**src/rtl/dual_issue_pkg.sv**
```systemverilog
// Shared opcodes, instruction class and decode helpers
// for the dual-issue scheduler (no ports; package only).
package dual_issue_pkg;

  localparam logic [5:0] OP_RTYPE = 6'h00;
  localparam logic [5:0] OP_ADDI  = 6'h08;
  localparam logic [5:0] OP_BEQ   = 6'h04;
  localparam logic [5:0] OP_BNE   = 6'h05;
  localparam logic [5:0] OP_LW    = 6'h23;
  localparam logic [5:0] OP_SW    = 6'h2B;

  localparam logic [31:0] NOP_WORD = 32'h0;

  typedef enum logic {
    CLS_ALU,
    CLS_MEM
  } cls_e;

  typedef struct packed {
    logic       rs_v;
    logic [4:0] rs;
    logic       rt_v;
    logic [4:0] rt;
  } srcs_t;

  function automatic cls_e get_cls(input logic [31:0] inst);
    logic [5:0] op;
    op = inst[31:26];
    get_cls = CLS_ALU;
    if (op == OP_LW || op == OP_SW)
      get_cls = CLS_MEM;
  endfunction

  function automatic logic is_branch(input logic [31:0] inst);
    logic [5:0] op;
    op = inst[31:26];
    is_branch = (op == OP_BEQ) || (op == OP_BNE);
  endfunction

  // Returns 0 when the word writes no register.
  function automatic logic [4:0] get_dest(input logic [31:0] inst);
    logic [5:0] op;
    op = inst[31:26];
    get_dest = 5'd0;
    unique case (1'b1)
      op == OP_RTYPE: get_dest = inst[15:11];
      op == OP_ADDI,
      op == OP_LW:    get_dest = inst[20:16];
      default:        get_dest = 5'd0;
    endcase
  endfunction

  function automatic srcs_t get_srcs(input logic [31:0] inst);
    logic [5:0] op;
    srcs_t s;
    op   = inst[31:26];
    s.rs = inst[25:21];
    s.rt = inst[20:16];
    s.rs_v = 1'b0;
    s.rt_v = 1'b0;
    unique case (1'b1)
      op == OP_RTYPE,
      op == OP_BEQ,
      op == OP_BNE,
      op == OP_SW: begin
        s.rs_v = 1'b1;
        s.rt_v = 1'b1;
      end
      op == OP_ADDI,
      op == OP_LW:   s.rs_v = 1'b1;
      default: ;
    endcase
    get_srcs = s;
  endfunction

endpackage

```
**src/rtl/dis_scoreboard.sv**
```systemverilog
// Per-register writeback countdown; busy while nonzero.
// Ports: advance, two load ports, four query regs -> busy[3:0].
module dis_scoreboard #(
  parameter int WB_DIST = 3
) (
  input  logic       clk,
  input  logic       rst_n,
  input  logic       advance,
  input  logic       ld0_en,
  input  logic [4:0] ld0_reg,
  input  logic       ld1_en,
  input  logic [4:0] ld1_reg,
  input  logic [4:0] q0,
  input  logic [4:0] q1,
  input  logic [4:0] q2,
  input  logic [4:0] q3,
  output logic [3:0] busy
);

  localparam logic [1:0] LOAD = 2'(WB_DIST);

  logic [1:0] cnt_q [32];

  // $0 is never loaded, so it always reads idle.
  always_ff @(posedge clk or negedge rst_n) begin
    if (!rst_n) begin
      for (int i = 0; i < 32; i++)
        cnt_q[i] <= '0;
    end else begin
      for (int i = 1; i < 32; i++) begin
        if ((ld0_en && ld0_reg == 5'(i)) ||
            (ld1_en && ld1_reg == 5'(i)))
          cnt_q[i] <= LOAD;
        else if (advance && cnt_q[i] != '0)
          cnt_q[i] <= cnt_q[i] - 2'd1;
      end
    end
  end

  assign busy[0] = cnt_q[q0] != '0;
  assign busy[1] = cnt_q[q1] != '0;
  assign busy[2] = cnt_q[q2] != '0;
  assign busy[3] = cnt_q[q3] != '0;

endmodule

```
**src/rtl/dual_issue_sched.sv**
```systemverilog
// In-order pairing scheduler: fetch FIFO -> {ALU slot0, MEM slot1}.
// Ports: fetch valid/ready/inst, flush, iss valid/ready/inst0/inst1.
module dual_issue_sched
  import dual_issue_pkg::*;
#(
  parameter int DEPTH   = 4,
  parameter int WB_DIST = 3
) (
  input  logic        clk,
  input  logic        rst_n,
  input  logic        fetch_valid,
  input  logic [31:0] fetch_inst,
  output logic        fetch_ready,
  input  logic        flush,
  output logic        iss_valid,
  input  logic        iss_ready,
  output logic [31:0] iss_inst0,
  output logic [31:0] iss_inst1
);

  localparam int AW = $clog2(DEPTH);
  localparam logic [AW:0] FULL = (AW+1)'(DEPTH);

  logic [31:0]   mem_q [DEPTH];
  logic [AW-1:0] head_q;
  logic [AW-1:0] tail_q;
  logic [AW:0]   cnt_q;
  logic          hold_q;
  logic          hold_pair_q;

  logic [31:0] h0, h1;
  logic        h0_v, h1_v;
  logic        h0_ok, h1_ok;
  logic        h0_alu, h1_alu;
  srcs_t       s0, s1;
  logic [4:0]  d0, d1;
  logic [3:0]  busy;
  logic        rd_d0, pair_ok, pair_sel;
  logic        fire, push, ld0_en, ld1_en;
  logic [1:0]  pops;

  assign h0     = mem_q[head_q];
  assign h1     = mem_q[head_q + AW'(1)];
  assign h0_v   = cnt_q != '0;
  assign h1_v   = cnt_q > (AW+1)'(1);
  assign s0     = get_srcs(h0);
  assign s1     = get_srcs(h1);
  assign d0     = get_dest(h0);
  assign d1     = get_dest(h1);
  assign h0_alu = get_cls(h0) == CLS_ALU;
  assign h1_alu = get_cls(h1) == CLS_ALU;

  assign h0_ok = !(s0.rs_v && busy[0]) &&
                 !(s0.rt_v && busy[1]);
  assign h1_ok = !(s1.rs_v && busy[2]) &&
                 !(s1.rt_v && busy[3]);

  assign rd_d0 = (d0 != '0) &&
                 ((s1.rs_v && s1.rs == d0) ||
                  (s1.rt_v && s1.rt == d0));

  assign pair_ok = h1_v && h1_ok &&
                   (h0_alu != h1_alu) &&
                   !is_branch(h0) && !rd_d0 &&
                   !(d0 != '0 && d0 == d1);

  // A stalled bundle keeps its pairing even if a
  // pairable word lands behind it meanwhile.
  assign pair_sel = hold_q ? hold_pair_q : pair_ok;

  assign iss_valid   = h0_v && h0_ok && !flush;
  assign fire        = iss_valid && iss_ready;
  assign fetch_ready = cnt_q < FULL;
  assign push        = fetch_valid && fetch_ready && !flush;
  assign pops        = !fire ? 2'd0 :
                       pair_sel ? 2'd2 : 2'd1;
  assign ld0_en      = fire && d0 != '0;
  assign ld1_en      = fire && pair_sel && d1 != '0;

  dis_scoreboard #(
    .WB_DIST(WB_DIST)
  ) u_sb (
    .clk    (clk),
    .rst_n  (rst_n),
    .advance(iss_ready),
    .ld0_en (ld0_en),
    .ld0_reg(d0),
    .ld1_en (ld1_en),
    .ld1_reg(d1),
    .q0     (s0.rs),
    .q1     (s0.rt),
    .q2     (s1.rs),
    .q3     (s1.rt),
    .busy   (busy)
  );

  always_ff @(posedge clk) begin
    if (push)
      mem_q[tail_q] <= fetch_inst;
  end

  always_ff @(posedge clk or negedge rst_n) begin
    if (!rst_n) begin
      head_q      <= '0;
      tail_q      <= '0;
      cnt_q       <= '0;
      hold_q      <= 1'b0;
      hold_pair_q <= 1'b0;
    end else begin
      hold_q      <= iss_valid && !iss_ready;
      hold_pair_q <= pair_sel;
      if (flush) begin
        head_q <= tail_q;
        cnt_q  <= '0;
      end else begin
        if (push)
          tail_q <= tail_q + AW'(1);
        head_q <= head_q + AW'(pops);
        cnt_q  <= cnt_q + (AW+1)'(push)
                        - (AW+1)'(pops);
      end
    end
  end

  always_comb begin
    iss_inst0 = NOP_WORD;
    iss_inst1 = NOP_WORD;
    unique case (1'b1)
      !iss_valid: ;
      iss_valid && pair_sel && h0_alu: begin
        iss_inst0 = h0;
        iss_inst1 = h1;
      end
      iss_valid && pair_sel && !h0_alu: begin
        iss_inst0 = h1;
        iss_inst1 = h0;
      end
      iss_valid && !pair_sel && h0_alu:
        iss_inst0 = h0;
      iss_valid && !pair_sel && !h0_alu:
        iss_inst1 = h0;
      default: ;
    endcase
  end

endmodule

```
**config.mk**
```make
export PLATFORM = sky130hd
export DESIGN_NAME = dual_issue_sched
export DESIGN_NICKNAME = d
export VERILOG_FILES = /design/src/rtl/dual_issue_pkg.sv /design/src/rtl/dis_scoreboard.sv /design/src/rtl/dual_issue_sched.sv
export SDC_FILE = /design/constraint.sdc
export NUM_CORES = 1
export LEC_CHECK = 0
export ABC_CLOCK_PERIOD_IN_PS = 7650
export BUFFER_PORTS_ARGS = -buffer_cell sky130_fd_sc_hd__buf_2
export CAP_MARGIN = 25
export CORE_MARGIN = 2
export CORE_UTILIZATION = 65
export CTS_CLUSTER_DIAMETER = 40
export DETAILED_ROUTE_END_ITERATION = 8
export PLACE_DENSITY_LB_ADDON = 0.1
export SLEW_MARGIN = 10
export SYNTH_ARGS = -nofsm -noshare
export SYNTH_HDL_FRONTEND = slang
export SYNTH_SLANG_ARGS = --single-unit
```
**constraint.sdc**
```tcl
create_clock -name clk -period 7.65 [get_ports clk]
set_clock_uncertainty 0.15 [all_clocks]
set_input_delay 0.765 -clock clk [delete_from_list [all_inputs] [get_ports clk]]
set_output_delay 0.765 -clock clk [all_outputs]
set_load 0.03 [all_outputs]
```
* Word-level counts from Yosys, hierarchy flattened
Memories as Yosys holds them, arrays and structs flattened. Index checks and enable logic that the tools add are counted.
Word-level totals: register bits 71, bits in latches 0, memory bits (writable) 128, bits in read-only memories 0, input bits 37, output and inout bits 66, logic and storage cells 501, memories kept 1
Memory list:
- mem_q | depth 4, width 32, read ports 2, clocked after Yosys merged registers in 0, write ports 1, line dual_issue_sched.sv:24 | logic [31:0] mem_q [DEPTH];
Operators by class: add/sub/neg operators 36, multipliers 0, divide/modulo/power cells 0, order comparisons 6, equal/unequal tests 76, shift operators 0, muxes and demuxes 91, bitwise operators 7, reduce and logical (&&, ||, !) cells 248
Operators with widths (count):
- == test 5 bit, second input constant | 32
- 2-to-1 mux 2 bit | 73
- nonzero test 2 bit | 66
- one-hot mux 32 bit (2 select lines) | 2
- logical AND 1 bit | 123
- == test 5 x 4 -> 1 bit, second input constant | 16
- subtractor 2 x 1 -> 2 bit, second input constant | 31
- binary-select mux 2 bit (select 5 bit) | 4
- == test 5 x 3 -> 1 bit, second input constant | 8
- logical OR 1 bit | 35
- == test 6 x 3 -> 1 bit, second input constant | 4
- == test 6 bit, second input constant | 4
- greater-or-equal comparator 6 bit, second input constant | 4
- inverter 5 -> 6 bit | 4
- == test 5 x 2 -> 1 bit, second input constant | 4
- one-hot mux 5 bit (2 select lines) | 2
- == test 5 bit | 3
- == test 6 x 4 -> 1 bit, second input constant | 2
- logical NOT 6 bit | 2
- OR reduction 6 bit | 2
- == test 5 x 1 -> 1 bit, second input constant | 2
- logical NOT 1 bit | 10
- nonzero test 5 bit | 2
- 2-to-1 mux 1 bit | 9
- other kinds (13) | 20

* Logic depth before layout (Yosys ltp)
An unclocked memory read counts as a cell.
depth in word-level cells 21, mapped depth 24

* By module
From an unflattened synthesis, not the netlist that was laid out.
Unflattened totals: cell total of the unflattened synthesis 1186, area total of the unflattened synthesis 12520.8 µm²
Modules (own cells, without submodules):
- dual_issue_sched | times used 1, cells an instance 632, area an instance 7684.9 µm², sequential area each 4068.9 µm²
- dis_scoreboard | times used 1, cells an instance 554, area an instance 4835.9 µm², sequential area each 1551.5 µm²

* Worst setup path before layout
Ideal clock, no wire load.
path type reg2out, start point reg head_q[0], end point out iss_inst0[11], arrival 4.027 ns, required time 6.735 ns, path slack 2.708 ns, cell stages (with the launch flop) 16, buffers on the path 4, cell sequence dfrtp_1 > buf_2 > buf_6 > mux4_2 > or4b_4 > a21oi_4 > a22o_1 > xnor2_1 > nand2_1 > or4_1 > a21o_1 > a21oi_4 > inv_2 > buf_4 > buf_6 > a32o_1
Between the ends: word-level cells in the longest chain between the ends 21
RTL lines:
- start, declared | line dual_issue_sched.sv:25 | logic [AW-1:0] head_q;
- start signal, assigned | line dual_issue_sched.sv:113 | head_q <= tail_q;
- start signal, assigned | line dual_issue_sched.sv:118 | head_q <= head_q + AW'(pops);
- adder 2 x 1 -> 2 bit | line dual_issue_sched.sv:43 | assign h1 = mem_q[head_q + AW'(1)];
- memory (4 x 32 bit) (*)
- inverter 5 -> 6 bit (on tied branches) | line dis_scoreboard.sv:42, dis_scoreboard.sv:43
- binary-select mux 2 bit (select 5 bit) (on tied branches) | line dis_scoreboard.sv:42, dis_scoreboard.sv:43
- 2-to-1 mux 2 bit (on tied branches) (2 in a row) | line dis_scoreboard.sv:42, dis_scoreboard.sv:43
- nonzero test 2 bit (on tied branches) | line dis_scoreboard.sv:42, dis_scoreboard.sv:43
- logical AND 1 bit (on tied branches) | line dual_issue_sched.sv:55, dual_issue_sched.sv:56
- logical NOT 1 bit (on tied branches) | line dual_issue_sched.sv:55, dual_issue_sched.sv:56
- logical AND 1 bit | line dual_issue_sched.sv:55 | assign h1_ok = !(s1.rs_v && busy[2]) &&
- logical AND 1 bit (2 in a row) | line dual_issue_sched.sv:62 | assign pair_ok = h1_v && h1_ok &&
- logical AND 1 bit | line dual_issue_sched.sv:63 | (h0_alu != h1_alu) &&
- logical AND 1 bit (2 in a row) | line dual_issue_sched.sv:64 | !is_branch(h0) && !rd_d0 &&
- 2-to-1 mux 1 bit | line dual_issue_sched.sv:69 | assign pair_sel = hold_q ? hold_pair_q : pair_ok;
- logical NOT 1 bit | line dual_issue_sched.sv:138 | iss_valid && !pair_sel && h0_alu:
- logical AND 1 bit (2 in a row) | line dual_issue_sched.sv:138
- OR reduction 2 bit (no source line)
- one-hot mux 32 bit (2 select lines) (*) | line dual_issue_sched.sv:128 | unique case (1'b1)
- end, declared | line dual_issue_sched.sv:17 | output logic [31:0] iss_inst0,
Mark *: on every way between the ends. The rest lies on a longest branch, timed or not. The select of a mux whose other input is x is not followed.

* Worst setup path after layout
start point reg head_q[0], end point out iss_inst1[8]
Between the ends: word-level cells in the longest chain between the ends 21
RTL lines:
- adder 2 x 1 -> 2 bit | line dual_issue_sched.sv:43
- memory (4 x 32 bit) (*)
- inverter 5 -> 6 bit (on tied branches) | line dis_scoreboard.sv:42, dis_scoreboard.sv:43
- binary-select mux 2 bit (select 5 bit) (on tied branches) | line dis_scoreboard.sv:42, dis_scoreboard.sv:43
- 2-to-1 mux 2 bit (on tied branches) (2 in a row) | line dis_scoreboard.sv:42, dis_scoreboard.sv:43
- nonzero test 2 bit (on tied branches) | line dis_scoreboard.sv:42, dis_scoreboard.sv:43
- logical AND 1 bit (on tied branches) | line dual_issue_sched.sv:55, dual_issue_sched.sv:56
- logical NOT 1 bit (on tied branches) | line dual_issue_sched.sv:55, dual_issue_sched.sv:56
- logical AND 1 bit | line dual_issue_sched.sv:55
- logical AND 1 bit (2 in a row) | line dual_issue_sched.sv:62
- logical AND 1 bit | line dual_issue_sched.sv:63
- logical AND 1 bit (2 in a row) | line dual_issue_sched.sv:64
- 2-to-1 mux 1 bit | line dual_issue_sched.sv:69
- logical NOT 1 bit | line dual_issue_sched.sv:140 | iss_valid && !pair_sel && !h0_alu:
- logical AND 1 bit (2 in a row) | line dual_issue_sched.sv:140
- OR reduction 2 bit (no source line)
- one-hot mux 32 bit (2 select lines) (*) | line dual_issue_sched.sv:128
- end, declared | line dual_issue_sched.sv:18 | output logic [31:0] iss_inst1
Marks and branches as above.

==> impl_metrics.py <==
metrics = {
    "routing": {
        "drc": 0,
        "antenna_left": 0,
        "via_count": 9702,
        "viasPerCell": 6.79,
        "routedWlPerCell_um": 22.8,
        "drtIter0Drc": 1107,
        "dr.pass1.iters": 5,
        "totalWireLength_um": 32600,
    },
    "logic_synthesis": {
        "synth_fp_nets": 1172,
        "yosysTopAreaCell": "edfxtp_1",
        "ys_warn_count": 2,
        "synthCells": 1097,
        "synthArstFlopShare_pct": 35.7,
        "synth.cell_area_sq_um": 12600,
        "synth_area_leaders": "edfxtp_1, dfrtp_1, mux4_2",
        "synth.avg_cell_area_sq_um": 11.5,
        "synth_ff_type": "edfxtp_1",
        "ys_ff_latch": 199,
        "synth_cell_types": 63,
        "synth_top_area_share_pct": 30.6,
        "ys_seq_area_share_pct": 44.7,
        "synth_edf_count": 128,
    },
    "final_layout": {
        "final_cell_area_sq_um": 13800,
        "drive_gt1_share_pct": 21.0,
        "area_delta_synth_final_pct": 9.40,
        "seq_area_sq_um": 5630,
        "nets": 1230,
        "multi_input_area_sq_um": 6320,
        "n_antenna_cell": 0,
        "fillCellCount": 1292,
    },
    "setup_path": {
        "arrival_ns": 5.82,
        "cp_slowest_stage_delay_ns": 0.83,
        "start_kind": "flop",
        "end_kind": "output pin",
        "worstReg2RegStart": "head_q[0]$_DFF_PN0_",
        "path_cells": "buf_4 > mux4_2 > mux4_2 > nand2_1 > a31oi_1 > o32ai_1 > nor4b_2 > nor2b_4 > buf_4 > a32o_1 > buf_2",
        "cp_top_family": "simple AND/OR/NAND/NOR gates",
        "cp.required_ns": 6.73,
        "slowest_stage": "mux4_2",
        "cp-startpoint": "head_q[0]$_DFF_PN0_",
        "crit_type": "reg -> out",
        "cp_num_buf_inv": 3,
        "critPathMaxFanout": 47,
    },
    "grt": {
        "grtUsageTotal_pct": 33.1,
        "grt_pass1_vias": 9208,
        "gr-total-overflow": 0,
        "antenna_found_initial": 0,
        "grt_start_max_net_pins": 72,
        "grt_pass1_wl_um": 50800,
    },
    "clocking": {
        "cts-resized-gates": 0,
        "cts_num_sinks": 199,
        "clock_latency_ns": 0.45,
        "postCtsSetupRepairBufs": 0,
        "clockBufferDepth": 2,
        "cts_root_buf": "clkbuf_16",
        "numCtsBuffers": 17,
        "h-tree-depth": 4,
        "tritoncts": "done",
        "cts-hold-fix-buffers": 0,
        "clk_pin_slew_ns": 0.08,
    },
    "floorplan": {
        "rows": 50,
        "boundaryPins": 103,
        "core_sq_um": 18800,
        "fp.dieW_um": 143,
        "die_h_um": 143,
        "initial_core_util_pct": 66.8,
        "die-area_sq_um": 20500,
    },
    "flow_run": {
        "cap_violations": 0,
    },
    "sta": {
        "setup_tns_ns": 0,
        "setup_viol": 0,
        "finalCriticalPeriod_ns": 6.74,
        "fmax_mhz": 148,
        "maxSlewHeadroom_pct": 31.3,
        "tightest_slew_ns": 1.03,
        "setup_ws_ns": 0.912,
        "slew_violations": 0,
        "period_share_pct": 88.1,
        "rsz0062_at_grt": "false",
        "hold_viol": 0,
    },
    "placement": {
        "dp_hpwl_um": 22100,
        "dpl_cell_area_sq_um": 13100,
        "place_congestion": 0.918,
        "post-place-ws_ns": 1.20,
        "io_buffers": 102,
    },
    "outcome": {
        "status": "completed",
    },
    "power": {
        "clock_power_share_pct": 16.1,
        "p_switching_mw": 2.49,
        "swShare_pct": 44.8,
        "combPwrFrac_pct": 54.3,
        "totalPowerFinal_mw": 5.55,
        "internal-power_mw": 3.06,
        "peakVddDrop_v": 0.000235,
        "p_leak_nw": 5.31,
        "p_seq_share_pct": 29.6,
        "power_density_nw_per_um2": 404,
    },
    "min_path": {
        "holdCritPathClass": "in -> async",
    },
}
## kinds of logic (layout without fill, tap and decap cells)
| group | Yosys count | after routing | synth area share [%] |
|---|---|---|---|
| buffers and inverters | 151 | 222 | 5.15 |
| xor gates and xnor gates | 46 | 46 | 3.20 |
| muxes | 122 | 122 | 17.5 |
| DFF | 199 | 199 | 44.7 |
| AOI/OAI and AO/OA | 277 | 277 | 15.1 |
| adders and majority gates | 38 | 38 | 3.84 |
| and+or+nand+nor | 264 | 264 | 10.5 |
## cell usage in the layout, fill, tap and decap left out, drive strengths merged, types with 3 or more instances in the layout
| cell | count |
|---|---|
| a31oi | 8 |
| a211oi | 4 |
| a211o | 3 |
| nand3 | 34 |
| or3 | 4 |
| a21oi | 88 |
| a31o | 3 |
| a32o | 59 |
| buf | 111 |
| clkinv | 5 |
| nor2b | 39 |
| o311ai | 5 |
| nand3b | 3 |
| nor3b | 7 |
| xor2 | 4 |
| o22ai | 5 |
| and3 | 7 |
| ha | 37 |
| a22o | 12 |
| mux2i | 39 |
| o211ai | 5 |
| inv | 86 |
| nand2b | 8 |
| and2 | 8 |
| nor2 | 101 |
| mux4 | 78 |
| nand2 | 28 |
| xnor2 | 42 |
| edfxtp | 128 |
| clkbuf | 19 |
| nor3 | 12 |
| mux2 | 5 |
| o21ai | 69 |
| nand4 | 3 |
| dfrtp | 71 |
## power by group through the flow
stage          registers [mW]  logic, mW  clock network, mW
2_1_floorplan            1.54       2.36                  0
3_3_place_gp             1.64       2.87                  0
3_5_place_dp             1.66       2.93                  0
4_1_cts                  1.64       2.96              0.894
5_1_grt                  1.68       3.27              0.938
6_report                 1.64       3.02              0.894
## synth_stat cells, types with 9 or more instances
cell type and number:
a21oi_1 86, a22o_1 12, a32o_1 59, buf_1 9
clkbuf_1 44, dfrtp_1 71, edfxtp_1 128, ha_1 37
inv_1 77, mux2i_1 39, mux4_2 78, nand2_1 28
nand3_1 34, nor2_1 101, nor2b_1 39, nor3_1 12
o21ai_0 69, xnor2_1 42
## flip-flops by register name, indices dropped and copies added, names as in the netlist
register,cells
mem_q,128
u_sb.cnt_q,62
cnt_q,3
hold_pair_q,1
hold_q,1
head_q,2
tail_q,2
## final timing paths
path	to	depth (start not counted)	slack, ns
max in group asynchronous	head_q[0]$_DFF_PN0_	2	6.27
max reg2reg	cnt_q[2]$_DFF_PN0_	16	1.80
min in group clk	mem_q[1][19]$_DFFE_PP_	1	0.37
max	iss_inst1[8]	11	0.91
min	u_sb.cnt_q[59]$_DFFE_PN0P_	2	0.37
min reg2reg	head_q[1]$_DFF_PN0_	2	0.44
## layer usage
layer,track usage [%],share of wire (%)
met5,0,0
met2,52.0,47
met3,9.39,12
met4,11.8,2.9
met1,44.7,39
## area by class of cell
type                            instances  area share, %
Sequential cell                       199           40.9
Clock inverter                         14           1.10
Inverter                               78           2.13
Clock buffer                           18           3.12
Multi-Input combinational cell        747           46.0
Timing Repair Buffer                  112           4.42
Tap cell                              260           2.36
## through the flow
| stage | instances | util [%] | hold slack (ns) |
|---|---|---|---|
| 6_report | 1428 | 73.0 | 0.369 |
| 5_1_grt | 1428 | 73.0 | 0.377 |
| 4_1_cts | 1425 | 72.8 | 0.372 |
| 3_5_place_dp | 1393 | 69.7 | 0.445 |
| 3_3_place_gp | 1393 | 69.7 | 0.425 |
| 2_1_floorplan | 1097 | - | 0.319 |
No activity file was read; power rests on OpenSTA's default activity.
